--- src/rtl/ahb_fir_pkg.sv ---
// Shared definitions for the AHB-Lite FIR sample-rate controller:
// bus geometry, FSM encoding, register map and bit positions.
package ahb_fir_pkg;

  localparam int AWIDTH = 8;

  typedef enum logic [1:0] {
    ST_IDLE = 2'd0,
    ST_RUN  = 2'd1,
    ST_DONE = 2'd2
  } fsm_state_e;

  localparam logic [1:0] ADDR_CTRL   = 2'd0;
  localparam logic [1:0] ADDR_DIV    = 2'd1;
  localparam logic [1:0] ADDR_COUNT  = 2'd2;
  localparam logic [1:0] ADDR_STATUS = 2'd3;

  localparam int CTRL_START  = 0;
  localparam int CTRL_STOP   = 1;
  localparam int CTRL_CONT   = 2;
  localparam int CTRL_IRQ_EN = 3;

  localparam int STAT_BUSY = 0;
  localparam int STAT_DONE = 1;

endpackage

--- src/rtl/ahb_fir_regs.sv ---
// AHB-Lite address/data phase tracking and the CTRL/DIV/COUNT/STATUS register file.
// start/stop/done-clear are decoded as single-cycle pulses for the controller FSM.
module ahb_fir_regs
  import ahb_fir_pkg::*;
#(
  parameter int DWIDTH = 8
) (
  input  logic              clk,
  input  logic              rst_n,
  input  logic              hsel,
  input  logic [AWIDTH-1:0] haddr,
  input  logic              hwrite,
  input  logic [1:0]        htrans,
  input  logic [DWIDTH-1:0] hwdata,
  input  logic              hready,
  output logic [DWIDTH-1:0] hrdata,
  input  logic              busy,
  input  logic              done_set,
  input  logic              start_acc,
  output logic              start_wr,
  output logic              stop_wr,
  output logic              done_clr_wr,
  output logic              cont,
  output logic              irq_en,
  output logic [DWIDTH-1:0] div,
  output logic [DWIDTH-1:0] count,
  output logic              done
);

  logic              hsel_q, hsel_d;
  logic [1:0]        addr_q, addr_d;
  logic              hwrite_q, hwrite_d;
  logic              trans_q, trans_d;
  logic              cont_q, cont_d;
  logic              irq_en_q, irq_en_d;
  logic [DWIDTH-1:0] div_q, div_d;
  logic [DWIDTH-1:0] count_q, count_d;
  logic              done_q, done_d;
  logic              wr_en;
  logic              unused_bits;

  assign unused_bits = ^{haddr[AWIDTH-1:2], htrans[0]};

  // A write is applied at the edge ending its data phase, using the phase captured earlier.
  assign wr_en       = hsel_q & trans_q & hwrite_q;
  assign start_wr    = wr_en && (addr_q == ADDR_CTRL)   && hwdata[CTRL_START];
  assign stop_wr     = wr_en && (addr_q == ADDR_CTRL)   && hwdata[CTRL_STOP];
  assign done_clr_wr = wr_en && (addr_q == ADDR_STATUS) && hwdata[STAT_DONE];

  // NOTE: every always_comb output gets a default first so no path can infer a latch.
  always_comb begin
    hsel_d   = hsel_q;
    addr_d   = addr_q;
    hwrite_d = hwrite_q;
    trans_d  = trans_q;
    cont_d   = cont_q;
    irq_en_d = irq_en_q;
    div_d    = div_q;
    count_d  = count_q;
    done_d   = done_q;

    if (hready) begin
      hsel_d   = hsel;
      addr_d   = haddr[1:0];
      hwrite_d = hwrite;
      trans_d  = htrans[1];
    end

    if (wr_en) begin
      case (addr_q)
        ADDR_CTRL: begin
          cont_d   = hwdata[CTRL_CONT];
          irq_en_d = hwdata[CTRL_IRQ_EN];
        end
        ADDR_DIV:   div_d   = hwdata;
        ADDR_COUNT: count_d = hwdata;
        default:    ;
      endcase
    end

    // Setting done wins over a same-cycle write-1-to-clear or start.
    if (done_set) begin
      done_d = 1'b1;
    end else if (done_clr_wr || start_acc) begin
      done_d = 1'b0;
    end
  end

  // NOTE: sequential state uses non-blocking assignments only, with every flop in the async reset.
  always_ff @(posedge clk or negedge rst_n) begin
    if (!rst_n) begin
      hsel_q   <= 1'b0;
      addr_q   <= 2'd0;
      hwrite_q <= 1'b0;
      trans_q  <= 1'b0;
      cont_q   <= 1'b0;
      irq_en_q <= 1'b0;
      div_q    <= '0;
      count_q  <= '0;
      done_q   <= 1'b0;
    end else begin
      hsel_q   <= hsel_d;
      addr_q   <= addr_d;
      hwrite_q <= hwrite_d;
      trans_q  <= trans_d;
      cont_q   <= cont_d;
      irq_en_q <= irq_en_d;
      div_q    <= div_d;
      count_q  <= count_d;
      done_q   <= done_d;
    end
  end

  always_comb begin
    hrdata = '0;
    case (addr_q)
      ADDR_CTRL: begin
        hrdata[CTRL_CONT]   = cont_q;
        hrdata[CTRL_IRQ_EN] = irq_en_q;
      end
      ADDR_DIV:   hrdata = div_q;
      ADDR_COUNT: hrdata = count_q;
      default: begin
        hrdata[STAT_BUSY] = busy;
        hrdata[STAT_DONE] = done_q;
      end
    endcase
  end

  assign cont   = cont_q;
  assign irq_en = irq_en_q;
  assign div    = div_q;
  assign count  = count_q;
  assign done   = done_q;

endmodule

--- src/rtl/ahb_fir_ctrl.sv ---
// FIR sample-rate controller: AHB-Lite slave plus IDLE/RUN/DONE FSM generating
// a sample_en strobe every DIV+1 cycles, one-shot (COUNT samples) or continuous.
module ahb_fir_ctrl
  import ahb_fir_pkg::*;
#(
  parameter int DWIDTH = 8
) (
  input  logic              clk,
  input  logic              rst_n,
  input  logic              hsel,
  input  logic [AWIDTH-1:0] haddr,
  input  logic [2:0]        hsize,
  input  logic              hwrite,
  input  logic [1:0]        htrans,
  input  logic [DWIDTH-1:0] hwdata,
  input  logic              hready,
  output logic              hreadyout,
  output logic              hresp,
  output logic [DWIDTH-1:0] hrdata,
  output logic              sample_en,
  output logic              busy,
  output logic              irq
);

  fsm_state_e        state_q, state_d;
  logic [DWIDTH-1:0] div_cnt_q, div_cnt_d;
  logic [DWIDTH-1:0] smp_cnt_q, smp_cnt_d;
  logic              start_wr, stop_wr, done_clr_wr;
  logic              cont, irq_en, done;
  logic              done_set, start_acc;
  logic [DWIDTH-1:0] div, count;
  logic              unused_hsize;

  assign unused_hsize = ^hsize;
  assign hreadyout    = 1'b1;
  assign hresp        = 1'b0;

  ahb_fir_regs #(.DWIDTH(DWIDTH)) u_regs (
    .clk         (clk),
    .rst_n       (rst_n),
    .hsel        (hsel),
    .haddr       (haddr),
    .hwrite      (hwrite),
    .htrans      (htrans),
    .hwdata      (hwdata),
    .hready      (hready),
    .hrdata      (hrdata),
    .busy        (busy),
    .done_set    (done_set),
    .start_acc   (start_acc),
    .start_wr    (start_wr),
    .stop_wr     (stop_wr),
    .done_clr_wr (done_clr_wr),
    .cont        (cont),
    .irq_en      (irq_en),
    .div         (div),
    .count       (count),
    .done        (done)
  );

  always_comb begin
    state_d   = state_q;
    div_cnt_d = div_cnt_q;
    smp_cnt_d = smp_cnt_q;
    sample_en = 1'b0;
    done_set  = 1'b0;
    start_acc = 1'b0;

    case (state_q)
      ST_IDLE, ST_DONE: begin
        // Stop in the same CTRL write suppresses start.
        if (start_wr && !stop_wr) begin
          start_acc = 1'b1;
          div_cnt_d = div;
          smp_cnt_d = count;
          if (!cont && (count == '0)) begin
            state_d  = ST_DONE;
            done_set = 1'b1;
          end else begin
            state_d = ST_RUN;
          end
        end else if ((state_q == ST_DONE) && done_clr_wr) begin
          state_d = ST_IDLE;
        end
      end

      ST_RUN: begin
        sample_en = (div_cnt_q == '0);
        if (stop_wr) begin
          state_d = ST_IDLE;
        end else if (sample_en) begin
          div_cnt_d = div;
          if (!cont) begin
            smp_cnt_d = smp_cnt_q - 1'b1;
            if (smp_cnt_q <= DWIDTH'(1)) begin
              state_d  = ST_DONE;
              done_set = 1'b1;
            end
          end
        end else begin
          div_cnt_d = div_cnt_q - 1'b1;
        end
      end

      default: state_d = ST_IDLE;
    endcase
  end

  always_ff @(posedge clk or negedge rst_n) begin
    if (!rst_n) begin
      state_q   <= ST_IDLE;
      div_cnt_q <= '0;
      smp_cnt_q <= '0;
    end else begin
      state_q   <= state_d;
      div_cnt_q <= div_cnt_d;
      smp_cnt_q <= smp_cnt_d;
    end
  end

  assign busy = (state_q == ST_RUN);
  assign irq  = done & irq_en;

endmodule

--- config.mk ---
export PLATFORM = sky130hd
export DESIGN_NAME = ahb_fir_ctrl
export DESIGN_NICKNAME = d
export VERILOG_FILES = /design/src/rtl/ahb_fir_pkg.sv /design/src/rtl/ahb_fir_regs.sv /design/src/rtl/ahb_fir_ctrl.sv
export SDC_FILE = /design/constraint.sdc
export NUM_CORES = 1
export LEC_CHECK = 0
export BUFFER_PORTS_ARGS = -buffer_cell sky130_fd_sc_hd__buf_2
export CAP_MARGIN = 30
export CORE_MARGIN = 2
export CORE_UTILIZATION = 30
export DETAILED_ROUTE_END_ITERATION = 12
export PLACE_DENSITY_LB_ADDON = 0.2
export SLEW_MARGIN = 20
export SYNTH_ARGS = -nofsm -noshare
export SYNTH_HDL_FRONTEND = slang
export SYNTH_HIERARCHICAL = 1
export SYNTH_SLANG_ARGS = --single-unit
--- constraint.sdc ---
create_clock -name clk -period 2.2 [get_ports clk]
set_clock_uncertainty 0.2 [all_clocks]
set_input_delay 0.22 -clock clk [delete_from_list [all_inputs] [get_ports clk]]
set_output_delay 0.22 -clock clk [all_outputs]
set_load 0.05 [all_outputs]
==> metrics.csv, run 1 <==
metric,value,unit
critical_path.most_common_cell,buf_6,
cp_cell_sequence,"or4_4, buf_6, nor3_4, buf_6",
synthArstFlopShare,1.00,
synth.avg_cell_area,10.0,sq um
wl,6540,um
critical_path_class,reg2out,
grt_pass1_wl,11000,um
cts_tree,built,
ys_ff_latch,42,
drive_gt1_frac,0.368,
synthCells,243,
timing.final.ws_setup,0.0498,ns
fin_tns_setup,0,ns
dieArea,0.00887,sq mm
insertion_delay,0.30,ns
grt_pass1_vias,2164,
grt_max_degree,31,
overflow,0,
die_y,94.2,um
die_x,94.2,um
root_buffer,clkbuf_8,
cts_buffers,5,
cts-htree-levels,2,
critPathMaxStageDelay,0.56,ns
end_kind,primary output,
fin_crit,2.15,ns
initial_utilization,0.312,
drt-pass1-iter-count,4,
crit_required,1.78,ns
drt-wirelength-per-cell,15.5,um
hold_violations,0,
p_leak,1.45,nW
antenna_left,0,
slew_viol_final,0,
antenna_found_initial,0,
cts_buffer_depth,2,
vias,2179,
yosys_warnings,6,
drcViolationCount,0,
core,0.00781,sq mm
place_inst,399,
r2r_cells,7,
place.gp.congestion,0.743,
fillers,799,
worstHoldPathCells,2,
antenna_cells,0,
outcome,"finished, final reports clean",
first_iter_violations,86,
drv_cap,0,
setup_viol,0,
synth_ff_type,dfrtp_1,
finish.utilization,0.419,
clock_sinks,42,
hold_class,in2reg,
port-buffer-count,26,
clkTransAtPathRegs,0.09,ns
vias_per_cell,5.15,
cp_slowest_cell,or4_4,
post-route-period-util,0.977,
nets,355,
dp_slack,-0.0213,ns
power_density,1180,mW/mm^2
track_usage,0.160,
syn_nets,278,
worstMarginPinSlew,0.711,ns
hpwl,4780,um
fmax,465,MHz
ir_drop,0.538,mV
ios,39,
synth-edff-count,0,
cp.arrival,1.73,ns
rsz0062_at_grt,true,
area_growth,34.1,%
yosysSeqAreaShare,0.431,
placementRows,32,
max_slew_margin,0.523,
cp-start-kind,register,
netlist_area,0.00244,sq mm
synth_cell_types,46,
fin_cells,423,
path_max_fanout,3,
## through the flow
step	hold WS, ns	area, sq um	power (mW)
after floorplan	-0.276	2440	2.48
after global placement	0.127	2920	3.18
after detailed placement	0.116	2920	3.19
after CTS	0.00579	3180	3.78
after global routing	0.0109	3270	4.15
final	0.00885	3270	3.85
## state kept, by name, indices dropped and copies added (netlist names)
name and cells:
div_cnt_q 8, smp_cnt_q 8, u_regs/count 8, u_regs/div 8
state_q 2, u_regs/addr_q 2, u_regs/cont 1, u_regs/done 1
u_regs/hsel_q 1, u_regs/hwrite_q 1, u_regs/irq_en 1, u_regs/trans_q 1
## final timing paths
check	start	end	slack (ns)
max	div_cnt_q[5]$_DFFE_PN0P_	sample_en	0.05
min	hwdata[1]	u_regs/div[1]$_DFFE_PN0P_	0.009
max reg2reg	div_cnt_q[5]$_DFFE_PN0P_	smp_cnt_q[4]$_DFFE_PN0P_	0.07
min reg2reg	u_regs/irq_en$_DFFE_PN0P_	u_regs/irq_en$_DFFE_PN0P_	0.35
max in group asynchronous	rst_n	u_regs/cont$_DFFE_PN0P_	0.91
min in group asynchronous	rst_n	smp_cnt_q[1]$_DFFE_PN0P_	0.31
## power by group
part           total, mW  switching [mW]  internal (mW)
Combinational       2.00            1.08          0.925
Clock              0.528           0.298          0.229
Sequential          1.32           0.254           1.06
## final cells by class
| cell class | instances | area [sq um] | share of cell area |
|---|---|---|---|
| timing repair buffer | 80 | 588 | 0.180 |
| clock inverter | 3 | 25.0 | 0.00765 |
| sequential | 42 | 1050 | 0.321 |
| clock buffer | 5 | 68.8 | 0.0210 |
| tap | 102 | 128 | 0.0390 |
| multi-input combinational | 179 | 1360 | 0.416 |
| inverter | 12 | 48.8 | 0.0149 |
## layout by cell type (no fill, tap or decap), drive strengths merged, types with 9 or more instances in the layout
cell,synthesis,routed
a21oi,11,11
nor2,17,17
ha,9,9
o21ai,12,12
buf,6,67
nand3,11,11
dlygate4sd3,0,13
nand2,15,15
dfrtp,42,42
inv,12,12
mux2,21,21
## repair_timing
action                                  4_1_cts  5_1_grt
endpoints found under the setup margin        6       14
hold buffers                                 13        0
pin swaps                                     1        6
endpoints found under the hold margin        49        0
resized for setup                             8       18
buffers inserted                              1        2
## cell families (layout without fill, tap and decap cells)
kind of cell               count (synthesis)  in the layout  share of synthesized area
muxes                                     25             25                      0.113
adders and majority gates                  9              9                     0.0462
buffers and inverters                     22            100                     0.0446
and+or+nand+nor                           84             84                      0.186
AOI/OAI and AO/OA                         59             59                      0.176
other                                      2              2                    0.00308
DFF                                       42             42                      0.431
## synthesized netlist by cell type, drive strengths merged, types with 4 or more instances
| master | n | area, sq um |
|---|---|---|
| buf | 6 | 48.8 |
| o21ai | 12 | 60.1 |
| nand4 | 7 | 56.3 |
| dfrtp | 42 | 1050 |
| mux2 | 21 | 236 |
| a21oi | 11 | 55.1 |
| a2bb2oi | 8 | 70.1 |
| nand2 | 15 | 56.3 |
| clkbuf | 4 | 15.0 |
| nand2b | 4 | 25.0 |
| and3 | 5 | 32.5 |
| nand3 | 11 | 55.1 |
| nor2b | 5 | 31.3 |
| mux2i | 4 | 40.0 |
| ha | 9 | 113 |
| a22oi | 8 | 60.1 |
| inv | 12 | 45.0 |
| nor2 | 17 | 63.8 |
| nor3 | 6 | 35.0 |
## metal layers
| layer | global-route usage | vias to the layer above | part of all wire |
|---|---|---|---|
| met5 | 0 | - | 0 |
| met3 | 0.0281 | 6 | 0.029 |
| met4 | 0.0386 | 0 | 0.010 |
| met1 | 0.216 | 1090 | 0.47 |
| met2 | 0.267 | 35 | 0.49 |
| li1 | - | 1048 | - |
## worst max-delay path: cells and delay by family (launching register included)
family	cells	cell delay, ns
buffers and inverters	2	0.33
AND/OR/NAND/NOR	2	0.72
flip-flops	1	0.39
(Power assumes the default switching activity.)
==> inputs of run 2 (changes only) <==
==> constraint.sdc (replaced) <==
create_clock -name clk -period 2.2 [get_ports clk]
set_clock_uncertainty 0.2 [all_clocks]
set_input_delay 0.11 -clock clk [delete_from_list [all_inputs] [get_ports clk]]
set_output_delay 0.11 -clock clk [all_outputs]
set_load 0.05 [all_outputs]
==> run 2 against run 1 <==
- clock-buffer cell count is the same
- total power grew 4.0%
- clock power grew 41%
- critical path depth grew 3
- register-to-register slack is essentially flat
- design area grew 0.88%
- global-route usage grew 0.44 points
- highest routed layer unchanged
==> metrics.csv, run 2 (same netlist as run 1, synthesis figures left out) <==
metric,value,unit,change
outcome,"finished, final reports clean",,
power_density,1210,mW/mm^2,+3.1%
antenna_found_initial,0,,unchanged
clkTransAtPathRegs,0.09,ns,about the same
crit_required,2.19,ns,+0.41 ns
track_usage,0.165,,+0.00436
cp.arrival,2.13,ns,+0.40 ns
drv_cap,0,,unchanged
grt_max_degree,43,,+39%
drcViolationCount,0,,unchanged
place.gp.congestion,0.807,,+8.6%
antenna_left,0,,unchanged
slew_viol_final,0,,unchanged
hpwl,4880,um,+2.1%
overflow,0,,unchanged
critical_path_class,reg2reg,,
setup_viol,0,,unchanged
vias_per_cell,5.09,,-1.1%
ir_drop,0.509,mV,-5.3%
worstSetupStartpoint,div_cnt_q[0]$_DFFE_PN0P_,,
p_leak,1.46,nW,+1.1%
worstMarginPinSlew,0.571,ns,-0.139 ns
cts_buffer_depth,2,,unchanged
drive_gt1_frac,0.339,,-0.0291
seq_power_share,0.332,,-0.011
end_kind,register,,
root_buffer,clkbuf_8,,
ios,39,,unchanged
cts_buffers,5,,unchanged
antenna_cells,0,,unchanged
core,0.00781,sq mm,unchanged
grt_pass1_wl,11200,um,+2.1%
hold_class,in2async,,
crit_family,simple AND/OR/NAND/NOR gates,,
cts_tree,built,,
cp_num_buf_inv,2,,unchanged
max_slew_margin,0.619,,+0.0960
post-route-period-util,0.973,,-0.00473
layout_commonest_cell,dfrtp_1,,
p_sw,1.60,mW,-1.5%
intPower,2.39,mW,+8.0%
die_y,94.2,um,unchanged
r2r-start,div_cnt_q[0]$_DFFE_PN0P_,,
fin_crit,2.14,ns,-0.0104 ns
dieArea,0.00887,sq mm,unchanged
path_max_fanout,6,,+3
area_growth,35.2,%,
fmax,467,MHz,+0.49%
fin_tns_setup,0,ns,unchanged
pwr-share-clk,0.186,,+0.049
first_iter_violations,148,,+72%
clock_sinks,42,,unchanged
cp-start-kind,register,,
die_x,94.2,um,unchanged
vias,2160,,-0.87%
wl,6760,um,+3.5%
critPathMaxStageDelay,0.42,ns,-0.14 ns
drt-wirelength-per-cell,16.0,um,+3.2%
hold_violations,0,,unchanged
cp_cell_sequence,"inv_2, ha_2, or3b_4, buf_4, o31ai_4, nand2_1, a2bb2oi_1",,
drt-pass1-iter-count,4,,unchanged
power_frac_comb,0.482,,-0.038
placementRows,32,,unchanged
insertion_delay,0.30,ns,about the same
port-buffer-count,26,,unchanged
power,4.00,mW,+4.0%
cts-htree-levels,2,,unchanged
grt_pass1_vias,2201,,+1.7%
nets,356,,+0.28%
initial_utilization,0.312,,unchanged
cp_slowest_cell,or3b_4,,
p_sw_frac,0.401,,-0.0222
layout_common_cells,"dfrtp_1, buf_4, buf_2, dlygate4sd3_1, mux2_2",,
-- run 2: final timing paths --
kind                                        endpoint  slack [ns]  depth (start not counted)
max reg2reg                 smp_cnt_q[7]$_DFFE_PN0P_        0.06                          7
min in group clk           u_regs/irq_en$_DFFE_PN0P_        0.35                          1
min                         smp_cnt_q[6]$_DFFE_PN0P_        0.22                          3
max in group asynchronous   div_cnt_q[4]$_DFFE_PN0P_        1.18                          3
min reg2reg                u_regs/irq_en$_DFFE_PN0P_        0.35                          1
max                         smp_cnt_q[7]$_DFFE_PN0P_        0.06                          7
-- run 2: timing repair --
| action | 4_1_cts | 5_1_grt |
|---|---|---|
| setup endpoints to repair | 8 | 20 |
| endpoints found under the hold margin | 66 | 0 |
| pin swaps | 0 | 1 |
| hold buffers | 21 | 0 |
| setup buffers | 1 | 1 |
| gates resized for setup | 3 | 13 |
-- run 2: power by group through the flow --
| stage | logic [mW] | registers (mW) | clock network (mW) |
|---|---|---|---|
| 6_report | 1.93 | 1.33 | 0.744 |
| 5_1_grt | 2.11 | 1.37 | 0.807 |
| 4_1_cts | 1.88 | 1.31 | 0.767 |
| 3_5_place_dp | 1.83 | 1.33 | 0 |
| 3_3_place_gp | 1.81 | 1.32 | 0 |
| 2_1_floorplan | 1.19 | 1.30 | 0 |
-- run 2: through the flow --
stage	hold WS [ns]	instance area (sq um)	setup slack (ns)	utilization	instances
detailed placement	0.0322	2880	-0.0228	0.369	393
CTS	0.235	3250	0.00441	0.416	423
floorplan	-0.386	2450	0.000415	-	243
global route	0.277	3300	-0.00593	0.422	424
global placement	0.0330	2880	0.0119	0.369	393
finish	0.220	3300	0.0602	0.422	424
-- run 2: layer usage --
metal  routed length (um)  global-route usage  share of wire
met1                 3140               0.226           0.46
met2                 3220               0.271           0.48
met3                  312              0.0225          0.046
met4                   98              0.0459          0.014
met5                    0                   0              0
-- run 2: area by class of cell --
| cell class | count | area [sq um] |
|---|---|---|
| multi-input cells | 179 | 1330 |
| clock inverters | 3 | 68.8 |
| repair buffers | 81 | 606 |
| well taps | 102 | 128 |
| inverters | 12 | 48.8 |
| flip-flops and latches | 42 | 1050 |
| clock buffers | 5 | 68.8 |
| fillers | 775 | 4510 |
-- run 2: worst reg2reg max path, cell delays in order, from the launching register on --
cell	delay, ns
dfrtp_1	0.40
inv_2	0.07
ha_2	0.17
or3b_4	0.42
buf_4	0.16
o31ai_4	0.22
nand2_1	0.21
a2bb2oi_1	0.19
==> inputs of run 3 (changes only) <==
- CORE_UTILIZATION: 30 -> 34
==> run 3 against run 2 <==
- design area decreased by 1.7%
- core utilization rose by 5.0 points
- global-route usage rose by 1.4 points
- via count increased by 0.42%
- clock-buffer cell count is the same
- combinational power down 3%
- critical path type unchanged
- highest routed layer unchanged
==> metrics.csv, run 3 (same netlist as run 1, synthesis figures left out) <==
metric,value,unit,change
outcome,"finished, final reports clean",,
dieArea,0.00787,sq mm,-11%
insertion_delay,0.29,ns,about the same
setup_viol,0,,unchanged
cts_buffers,5,,unchanged
path_max_fanout,4,,-2
max_slew_margin,0.622,,+0.00255
nets,355,,-0.28%
grt_pass1_wl,10800,um,-4.3%
hold_class,in2async,,
drcViolationCount,0,,unchanged
hold_slack,0.231,ns,+0.0107 ns
first_iter_violations,93,,-37%
fillers,653,,-16%
ios,39,,unchanged
cp-start-kind,register,,
antenna_found_initial,0,,unchanged
cts_tree,built,,
drv_cap,0,,unchanged
cp_cell_sequence,"inv_2, ha_2, or3b_4, nor3_4, nand3_2, nand2_2, and3b_1, a2bb2oi_1",,
fin_tns_setup,0,ns,unchanged
overflow,0,,unchanged
layout_commonest_cell,dfrtp_1,,
final_cell_area,0.00324,sq mm,-1.7%
root_buffer,clkbuf_8,,
cts_buffer_depth,2,,unchanged
initial_utilization,0.355,,+0.0427
crit_family,simple AND/OR/NAND/NOR gates,,
track_usage,0.179,,+0.0144
power_density,1150,mW/mm^2,-5.0%
cts-htree-levels,2,,unchanged
grt_pass1_vias,2141,,-2.7%
slew_viol_final,0,,unchanged
placementRows,30,,-6.3%
post-route-period-util,0.958,,-0.0142
antenna_cells,0,,unchanged
die_y,88.7,um,-5.8%
r2r-start,div_cnt_q[1]$_DFFE_PN0P_,,
ir_drop,0.443,mV,-13%
dpl_cell_area,0.00285,sq mm,-1.3%
layout_common_cells,"dfrtp_1, buf_4, buf_2, dlygate4sd3_1, mux2_2",,
drive_gt1_frac,0.344,,+0.00524
clkTransAtPathRegs,0.09,ns,about the same
fmax,474,MHz,+1.5%
p_leak,1.43,nW,-2.4%
die_x,88.7,um,-5.8%
grt_max_degree,43,,unchanged
vias_per_cell,5.21,,+2.3%
wl,6690,um,-1.1%
hpwl,4700,um,-3.6%
drt-wirelength-per-cell,16.1,um,+0.81%
cp_slowest_cell,or3b_4,,
rsz0062_at_grt,true,,
area_growth,33.0,%,
end_kind,register,,
drt-pass1-iter-count,4,,unchanged
critPathMaxStageDelay,0.43,ns,about the same
clock_sinks,42,,unchanged
port-buffer-count,26,,unchanged
cp_num_buf_inv,1,,-1
crit_required,2.21,ns,+0.02 ns
timing.final.ws_setup,0.0914,ns,+0.0312 ns
power,3.74,mW,-6.6%
vias,2169,,+0.42%
worstSetupStartpoint,div_cnt_q[1]$_DFFE_PN0P_,,
hold_violations,0,,unchanged
fin_crit,2.11,ns,-0.0312 ns
core,0.00687,sq mm,-12%
cp.arrival,2.12,ns,about the same
antenna_left,0,,unchanged
dp_slack,-0.0740,ns,-0.0511 ns
worstMarginPinSlew,0.567,ns,-0.00382 ns
place.gp.congestion,0.771,,-4.5%
critical_path_class,reg2reg,,
-- run 3: stage by stage --
step,cells,utilization
global route,416,0.472
finish,416,0.472
detailed placement,383,0.414
floorplan,243,-
global placement,383,0.414
CTS,411,0.461
-- run 3: worst reg2reg max path: stages, from the launching register on --
cell and delay, ns:
dfrtp_1 0.41, inv_2 0.07, ha_2 0.17, or3b_4 0.43, nor3_4 0.22, nand3_2 0.11, nand2_2 0.10, and3b_1 0.18
a2bb2oi_1 0.16
-- run 3: routing by layer --
layer  wire [um]  global-route usage  vias to the layer above
met5           0                   0                        -
li1            -                   -                     1053
met1        3140               0.252                     1055
met2        3160               0.284                       50
met4         115              0.0551                        0
met3         281              0.0280                       11
-- run 3: worst paths after layout --
path / end / slack, ns / depth (start not counted)
worst max-delay path: u_regs/done$_DFFE_PN0P_ / 0.09 / 8
worst min-delay path: div_cnt_q[5]$_DFFE_PN0P_ / 0.23 / 3
worst max register to register: u_regs/done$_DFFE_PN0P_ / 0.09 / 8
worst min register to register: u_regs/irq_en$_DFFE_PN0P_ / 0.34 / 1
max in group asynchronous: u_regs/count[1]$_DFFE_PN0P_ / 1.19 / 3
min in group clk: u_regs/irq_en$_DFFE_PN0P_ / 0.34 / 1
-- run 3: final cells by class --
type,count,area [sq um],area share
Timing Repair Buffer,80,601,0.185
Multi-Input combinational cell,179,1340,0.413
Clock inverter,2,15.0,0.00463
Clock buffer,5,68.8,0.0212
Sequential cell,42,1050,0.324
Tap cell,96,120,0.0370
Inverter,12,48.8,0.0150
-- run 3: where the power goes --
group | internal [mW] | total [mW] | switching (mW)
combinational | 0.854 | 1.87 | 1.02
clock | 0.217 | 0.494 | 0.277
sequential | 1.06 | 1.37 | 0.305
-- run 3: timing repair --
action                                 4_1_cts  5_1_grt
pin swaps                                    0        2
endpoints found under the hold margin       66        0
hold buffers                                21        0
setup endpoints to repair                    6       12
buffers inserted                             0        5
gates resized for setup                      8       14
